<file path="src/rtl/pipe_run_ctrl_if.sv">
// Command handshake and trace readout bus between pipe_run_ctrl and the
// debug/bench harness.  The harness is the master: it issues commands and
// pops the trace; the controller is the slave.
interface pipe_run_ctrl_if #(
    parameter int CNT_W       = 17,
    parameter int STAGES      = 5,
    parameter int DATA_W      = 32,
    parameter int TRACE_DEPTH = 16
);
    localparam int LVL_W = $clog2(TRACE_DEPTH) + 1;

    logic                       cmd_valid;
    logic                       cmd_ready;
    logic [1:0]                 cmd_op;
    logic [CNT_W-1:0]           cmd_count;
    logic                       trace_rd;
    logic [STAGES*DATA_W-1:0]   trace_data;
    logic                       trace_empty;
    logic                       trace_full;
    logic [LVL_W-1:0]           trace_level;
    logic                       trace_ovf;

    modport master (
        output cmd_valid, cmd_op, cmd_count, trace_rd,
        input  cmd_ready, trace_data, trace_empty, trace_full, trace_level, trace_ovf
    );

    modport slave (
        input  cmd_valid, cmd_op, cmd_count, trace_rd,
        output cmd_ready, trace_data, trace_empty, trace_full, trace_level, trace_ovf
    );
endinterface

</file>
<file path="src/rtl/pipe_run_ctrl.sv">
// Run/halt controller and stage-trace recorder for the hybrid ARM/MIPS
// pipeline.  Drives the core halt in stop / free-run / run-N / single-step
// modes, counts executed cycles and captures the per-stage visibility words.
//
// state   | meaning
// --------+-----------------------------------------------------------
// S_IDLE  | core halted, commands accepted (unless trace full + stop-on-full)
// S_RUN   | free-running until stop_req or auto-halt on a full trace
// S_RUN_N | running for 'rem_q' more cycles, then back to idle with done
module pipe_run_ctrl #(
    parameter int CNT_W        = 17,
    parameter int STAGES       = 5,
    parameter int DATA_W       = 32,
    parameter int TRACE_DEPTH  = 16,
    parameter int STOP_ON_FULL = 1
) (
    input  logic                       clk,
    input  logic                       reset,
    pipe_run_ctrl_if.slave             bus,
    input  logic                       stop_req,
    output logic                       halt,
    input  logic [STAGES*DATA_W-1:0]   stage_data,
    output logic [CNT_W-1:0]           cycle_count,
    output logic                       done,
    output logic [1:0]                 state
);
    localparam int PTR_W = $clog2(TRACE_DEPTH);
    localparam int LVL_W = PTR_W + 1;
    localparam int W     = STAGES * DATA_W;
    localparam bit SOF   = (STOP_ON_FULL != 0);

    localparam logic [1:0] OP_STOP  = 2'b00;
    localparam logic [1:0] OP_RUN   = 2'b01;
    localparam logic [1:0] OP_RUN_N = 2'b10;
    localparam logic [1:0] OP_STEP  = 2'b11;

    typedef enum logic [1:0] {
        S_IDLE  = 2'b00,
        S_RUN   = 2'b01,
        S_RUN_N = 2'b10
    } state_t;

    state_t           st_q, st_d;
    logic [CNT_W-1:0] rem_q, rem_d;
    logic             done_d;

    logic [LVL_W-1:0] wr_ptr, rd_ptr, level;
    logic [W-1:0]     mem [TRACE_DEPTH];
    logic             ovf_q;
    logic             full, empty, push, pop, rd_adv, cmd_fire, auto_halt;

    // Pointers carry one extra wrap bit so full and empty are distinguishable.
    assign level     = wr_ptr - rd_ptr;
    assign full      = (level == LVL_W'(TRACE_DEPTH));
    assign empty     = (wr_ptr == rd_ptr);
    assign push      = !halt;
    assign pop       = bus.trace_rd && !empty;
    // A push into a full trace without a pop evicts the oldest entry.
    assign rd_adv    = pop || (push && full);
    assign cmd_fire  = bus.cmd_valid && bus.cmd_ready;
    assign auto_halt = SOF && push && !pop && (level == LVL_W'(TRACE_DEPTH - 1));

    assign bus.cmd_ready   = (st_q == S_IDLE) && !(SOF && full);
    assign bus.trace_data  = mem[rd_ptr[PTR_W-1:0]];
    assign bus.trace_empty = empty;
    assign bus.trace_full  = full;
    assign bus.trace_level = level;
    assign bus.trace_ovf   = ovf_q;
    assign state           = st_q;

    // Next-state, run-length and done decode; stop_req outranks expiry and auto-halt.
    always_comb begin
        st_d   = st_q;
        rem_d  = rem_q;
        done_d = 1'b0;
        case (st_q)
            S_IDLE: begin
                if (cmd_fire) begin
                    case (bus.cmd_op)
                        OP_RUN:   st_d = S_RUN;
                        OP_RUN_N: begin
                            if (bus.cmd_count == '0) begin
                                done_d = 1'b1;
                            end else begin
                                st_d  = S_RUN_N;
                                rem_d = bus.cmd_count;
                            end
                        end
                        OP_STEP: begin
                            st_d  = S_RUN_N;
                            rem_d = CNT_W'(1);
                        end
                        default: ;
                    endcase
                end
            end
            S_RUN: begin
                if (stop_req) begin
                    st_d  = S_IDLE;
                    rem_d = '0;
                end else if (auto_halt) begin
                    st_d   = S_IDLE;
                    done_d = 1'b1;
                end
            end
            S_RUN_N: begin
                if (stop_req) begin
                    st_d  = S_IDLE;
                    rem_d = '0;
                end else if (rem_q == CNT_W'(1) || auto_halt) begin
                    st_d   = S_IDLE;
                    rem_d  = '0;
                    done_d = 1'b1;
                end else begin
                    rem_d = rem_q - CNT_W'(1);
                end
            end
            default: begin
                st_d  = S_IDLE;
                rem_d = '0;
            end
        endcase
    end

    // State, run-length, halt and done registers.
    always_ff @(posedge clk) begin
        if (!reset) begin
            st_q  <= S_IDLE;
            rem_q <= '0;
            halt  <= 1'b1;
            done  <= 1'b0;
        end else begin
            st_q  <= st_d;
            rem_q <= rem_d;
            halt  <= (st_d == S_IDLE);
            done  <= done_d;
        end
    end

    // Saturating count of executed (halt low) cycles.
    always_ff @(posedge clk) begin
        if (!reset) begin
            cycle_count <= '0;
        end else if (push && cycle_count != '1) begin
            cycle_count <= cycle_count + CNT_W'(1);
        end
    end

    // Trace pointers and sticky overflow flag.
    always_ff @(posedge clk) begin
        if (!reset) begin
            wr_ptr <= '0;
            rd_ptr <= '0;
            ovf_q  <= 1'b0;
        end else begin
            if (push)   wr_ptr <= wr_ptr + LVL_W'(1);
            if (rd_adv) rd_ptr <= rd_ptr + LVL_W'(1);
            if (!SOF && push && full && !pop) ovf_q <= 1'b1;
        end
    end

    // Trace storage; contents need no reset since the pointers gate visibility.
    always_ff @(posedge clk) begin
        if (push) mem[wr_ptr[PTR_W-1:0]] <= stage_data;
    end
endmodule
</file>
<file path="src/flat_wrapper.sv">
// flat-port wrapper written by rule: the top's interface ports become plain ports
module pipe_run_ctrl_flat 
#(
    parameter int CNT_W        = 17,
    parameter int STAGES       = 5,
    parameter int DATA_W       = 32,
    parameter int TRACE_DEPTH  = 16,
    parameter int STOP_ON_FULL = 1
)
  (clk, reset, stop_req, halt, stage_data, cycle_count, done, state, bus_cmd_valid, bus_cmd_op, bus_cmd_count, bus_trace_rd, bus_cmd_ready, bus_trace_data, bus_trace_empty, bus_trace_full, bus_trace_level, bus_trace_ovf);
  pipe_run_ctrl_if #(.CNT_W(CNT_W), .STAGES(STAGES), .DATA_W(DATA_W), .TRACE_DEPTH(TRACE_DEPTH)) bus_i ();
  input  logic clk;
  input  logic reset;
  input  logic stop_req;
  output logic halt;
  input  logic [STAGES*DATA_W-1:0] stage_data;
  output logic [CNT_W-1:0] cycle_count;
  output logic done;
  output logic [1:0] state;
  input wire logic [$bits(bus_i.cmd_valid)-1:0] bus_cmd_valid;
  input wire logic [$bits(bus_i.cmd_op)-1:0] bus_cmd_op;
  input wire logic [$bits(bus_i.cmd_count)-1:0] bus_cmd_count;
  input wire logic [$bits(bus_i.trace_rd)-1:0] bus_trace_rd;
  output wire logic [$bits(bus_i.cmd_ready)-1:0] bus_cmd_ready;
  output wire logic [$bits(bus_i.trace_data)-1:0] bus_trace_data;
  output wire logic [$bits(bus_i.trace_empty)-1:0] bus_trace_empty;
  output wire logic [$bits(bus_i.trace_full)-1:0] bus_trace_full;
  output wire logic [$bits(bus_i.trace_level)-1:0] bus_trace_level;
  output wire logic [$bits(bus_i.trace_ovf)-1:0] bus_trace_ovf;
  assign bus_i.cmd_valid = bus_cmd_valid;
  assign bus_i.cmd_op = bus_cmd_op;
  assign bus_i.cmd_count = bus_cmd_count;
  assign bus_i.trace_rd = bus_trace_rd;
  assign bus_cmd_ready = bus_i.cmd_ready;
  assign bus_trace_data = bus_i.trace_data;
  assign bus_trace_empty = bus_i.trace_empty;
  assign bus_trace_full = bus_i.trace_full;
  assign bus_trace_level = bus_i.trace_level;
  assign bus_trace_ovf = bus_i.trace_ovf;
  pipe_run_ctrl #(.CNT_W(CNT_W), .STAGES(STAGES), .DATA_W(DATA_W), .TRACE_DEPTH(TRACE_DEPTH), .STOP_ON_FULL(STOP_ON_FULL)) u_core (.clk(clk), .reset(reset), .bus(bus_i), .stop_req(stop_req), .halt(halt), .stage_data(stage_data), .cycle_count(cycle_count), .done(done), .state(state));
endmodule
</file>
<file path="config.mk">
export PLATFORM = sky130hd
export DESIGN_NAME = pipe_run_ctrl_flat
export DESIGN_NICKNAME = d
export VERILOG_FILES = /design/src/rtl/pipe_run_ctrl_if.sv /design/src/rtl/pipe_run_ctrl.sv /design/src/flat_wrapper.sv
export SDC_FILE = /design/constraint.sdc
export NUM_CORES = 2
export LEC_CHECK = 0
export CAP_MARGIN = 20
export CORE_MARGIN = 10
export CORE_UTILIZATION = 40
export CTS_CLUSTER_DIAMETER = 60
export CTS_CLUSTER_SIZE = 28
export DETAILED_ROUTE_END_ITERATION = 12
export PLACE_DENSITY = 0.52
export SETUP_SLACK_MARGIN = 0.5
export SYNTH_ARGS = -nofsm -noshare
export SYNTH_HDL_FRONTEND = slang
export SYNTH_SLANG_ARGS = --single-unit
export TNS_END_PERCENT = 30
</file>
<file path="constraint.sdc">
create_clock -name clk -period 6.5 [get_ports clk]
set_input_delay 1.625 -clock clk [delete_from_list [all_inputs] [get_ports clk]]
set_output_delay 1.625 -clock clk [all_outputs]
set_load 0.01 [all_outputs]
</file>
==> impl_metrics.py <==
metrics = {
    "run_status": {
        "status": "complete, no violations",
    },
    "clocking": {
        "clk_pin_slew_ns": 0.09,
        "clk_path_buf_depth": 3,
        "holdBufCountCts": 0,
        "postCtsResizedCells": 0,
        "cts_root_buf": "clkbuf_16",
        "clock_sinks": 2612,
        "cts_tree": "done",
        "clock_latency_ns": 0.84,
        "cts_setup_buffers": 0,
        "numCtsBuffers": 170,
        "htree_levels": 4,
    },
    "sta": {
        "clock_skew_ns": 0.0469,
        "setup_viol": 0,
        "setup_tns_ns": 0,
        "finalHoldViolCount": 0,
        "setup_slack_ns": 0.955,
        "fmax_mhz": 180,
        "fin_crit_ns": 5.54,
        "tightest_slew_ns": 1.08,
        "max_slew_margin_pct": 28.1,
        "finalCritPeriodShare_pct": 85.3,
        "drv_slew": 0,
        "rsz0062_at_grt": "false",
    },
    "final_layout": {
        "layout_commonest_cell": "edfxtp_1",
        "drive_above_1_share_pct": 26.6,
        "area_growth_pct": 15.0,
        "nets": 4613,
        "post-route-cell-area_um2": 114000,
        "fin_util_pct": 46.2,
        "layout_common_cells": "edfxtp_1, mux4_2, clkdlybuf4s50_1, clkbuf_16, buf_12",
    },
    "flow_run": {
        "maxCapViolCount": 0,
    },
    "die": {
        "core_area_um2": 246000,
        "die-height_um": 517,
        "initial_core_util_pct": 40.2,
        "ios": 374,
        "die_x_um": 517,
        "fp-row-count": 182,
        "die_area_um2": 267000,
    },
    "grt": {
        "grt_max_degree": 95,
        "grt_util_met1_pct": 24.2,
        "use_met2_pct": 29.6,
        "antenna_found_initial": 49,
        "grt_pass1_wl_mm": 344,
        "busiest_layer": "met2",
        "met3_usage_pct": 3.90,
        "grtUsageTotal_pct": 17.7,
        "grt_pass1_vias": 45942,
        "grt_overflow": 0,
    },
    "power_and_ir_drop": {
        "p_leak_nw": 33.5,
        "power_density_nw_per_um2": 330,
        "peakVddDrop_uv": 260,
        "power_mw": 37.5,
    },
    "min_path": {
        "min_to": "u_core.rem_q[8]",
        "hold_path_class": "flop to flop",
        "whs_path_depth": 2,
        "hp-start": "u_core.rem_q[8]",
    },
    "detailed_routing": {
        "post-route-drc-count": 0,
        "avgViaCountPerCell": 5.58,
        "drtAntennaViolNets": 0,
        "vias": 43524,
        "wl_per_cell_um": 30.6,
        "firstDrtPassIters": 5,
        "wl_mm": 239,
        "drtIter0Drc": 3660,
    },
    "place": {
        "place_hpwl_mm": 120,
        "dpl_cell_area_um2": 107000,
        "routabilityCongestion": 0.724,
        "pre_cts_ws_ns": 1.77,
        "port_buffers": 372,
    },
    "setup_path": {
        "r2r-end": "u_core.rem_q[10]",
        "reg2reg_setup_slack_ns": 3.20,
        "r2r-start": "u_core.wr_ptr[0]",
        "critPathCaptureType": "primary output",
        "cp.arrival_ns": 3.92,
        "critPathLaunchType": "flop",
        "criticalPathCategory": "flop to primary output",
        "ff2ff_path_depth": 11,
        "critical_path.max_fanout": 82,
        "worstPathRequired_ns": 4.88,
    },
    "yosys": {
        "ys_warn_count": 0,
        "seq_area_frac_synth_pct": 78.9,
        "ys.flop_type": "edfxtp_1",
        "ys_types": 60,
        "synth-edff-count": 2560,
        "synth_nets": 4177,
        "synthCells": 3979,
        "avgSynthCellArea_um2": 24.8,
        "ys_ff_latch": 2612,
        "ys_async_sr_fraction_pct": 0,
        "synth_area_um2": 98800,
    },
}
worst max-delay path, cell delays in order, from the launching register on:
cell	delay, ns
dfxtp_4	0.73
buf_12	0.53
mux4_2	0.59
mux4_2	0.53
clkdlybuf4s50_1	0.52
flip-flops by register name, indices dropped and copies added (netlist names), named ones only:
name and flops:
u_core.mem 2560, u_core.state 2, u_core.done 1, u_core.rd_ptr 5
u_core.cycle_count 17, u_core.wr_ptr 5, u_core.rem_q 17, u_core.halt 1
through the flow:
step                instances  hold WS [ns]
CTS                      7781         0.477
global placement         7463         0.448
detailed placement       7463         0.464
floorplan                3979         0.436
finish                   7799         0.472
global route             7788         0.495
kinds of logic (layout without fill, tap and decap cells):
kind of cell	Yosys count	count (layout)	share of synthesized area (%)
AO/OA/AOI/OAI	118	118	0.823
XOR/XNOR	23	23	0.212
adder cells (fa/ha/maj)	14	14	0.185
buffers and inverters	221	803	0.894
flip-flops	2612	2612	78.9
multiplexers	804	804	18.0
other	1	19	0.00380
AND/OR/NAND/NOR	186	186	0.964
power by group:
part | total (mW) | internal, mW | switching (mW) | leakage, nW
Combinational | 6.44 | 3.50 | 2.94 | 6.94
Sequential | 18.8 | 18.7 | 0.112 | 23.5
Clock | 12.3 | 5.73 | 6.52 | 3.07
Total | 37.5 | 27.9 | 9.58 | 33.5
worst max path at each step:
stage / slack, ns / end / cells after the start / start
2_1_floorplan: 1.27 / u_core.mem[4][0] / 4 / u_core.halt
3_5_place_dp: 1.77 / bus_trace_data[145] / 4 / flop
5_1_grt: 0.71 / bus_trace_data[137] / 4 / flop
4_1_cts: 0.83 / bus_trace_data[14] / 4 / flop
3_3_place_gp: 1.75 / bus_trace_data[14] / 4 / flop
6_report: 0.96 / bus_trace_data[137] / 4 / flop
layer usage:
layer  wire length [um]  part of all wire, %
met5                220                0.092
met4               4190                  1.8
met3              13600                  5.7
met2             119000                   50
met1             101000                   43
cell usage after synthesis (all sizes together), types with 10 or more instances:
cell type	instances	area (um^2)
dfxtp	52	1040
and2	12	77.6
a21oi	42	214
clkbuf	118	443
nor2	43	161
o32ai	12	105
a211oi	23	173
inv	16	60.1
ha	13	163
buf	86	377
nor2b	26	163
mux2i	24	240
nand4	13	81.3
nand2	41	154
xor2	17	156
mux4	780	17600
edfxtp	2560	76900
nor3	11	60.1
o21ai	10	50.0
layout make-up:
cell class / instances / area [um^2]
fill: 20080 / 132000
clock buffer: 177 / 4340
antenna: 18 / 45.0
timing repair buffer: 468 / 5110
clock inverter: 141 / 2010
tap: 3220 / 4030
inverter: 17 / 63.8
sequential: 2612 / 77900
multi-input combinational: 1146 / 20000
Power figures use the tool's default switching activity.
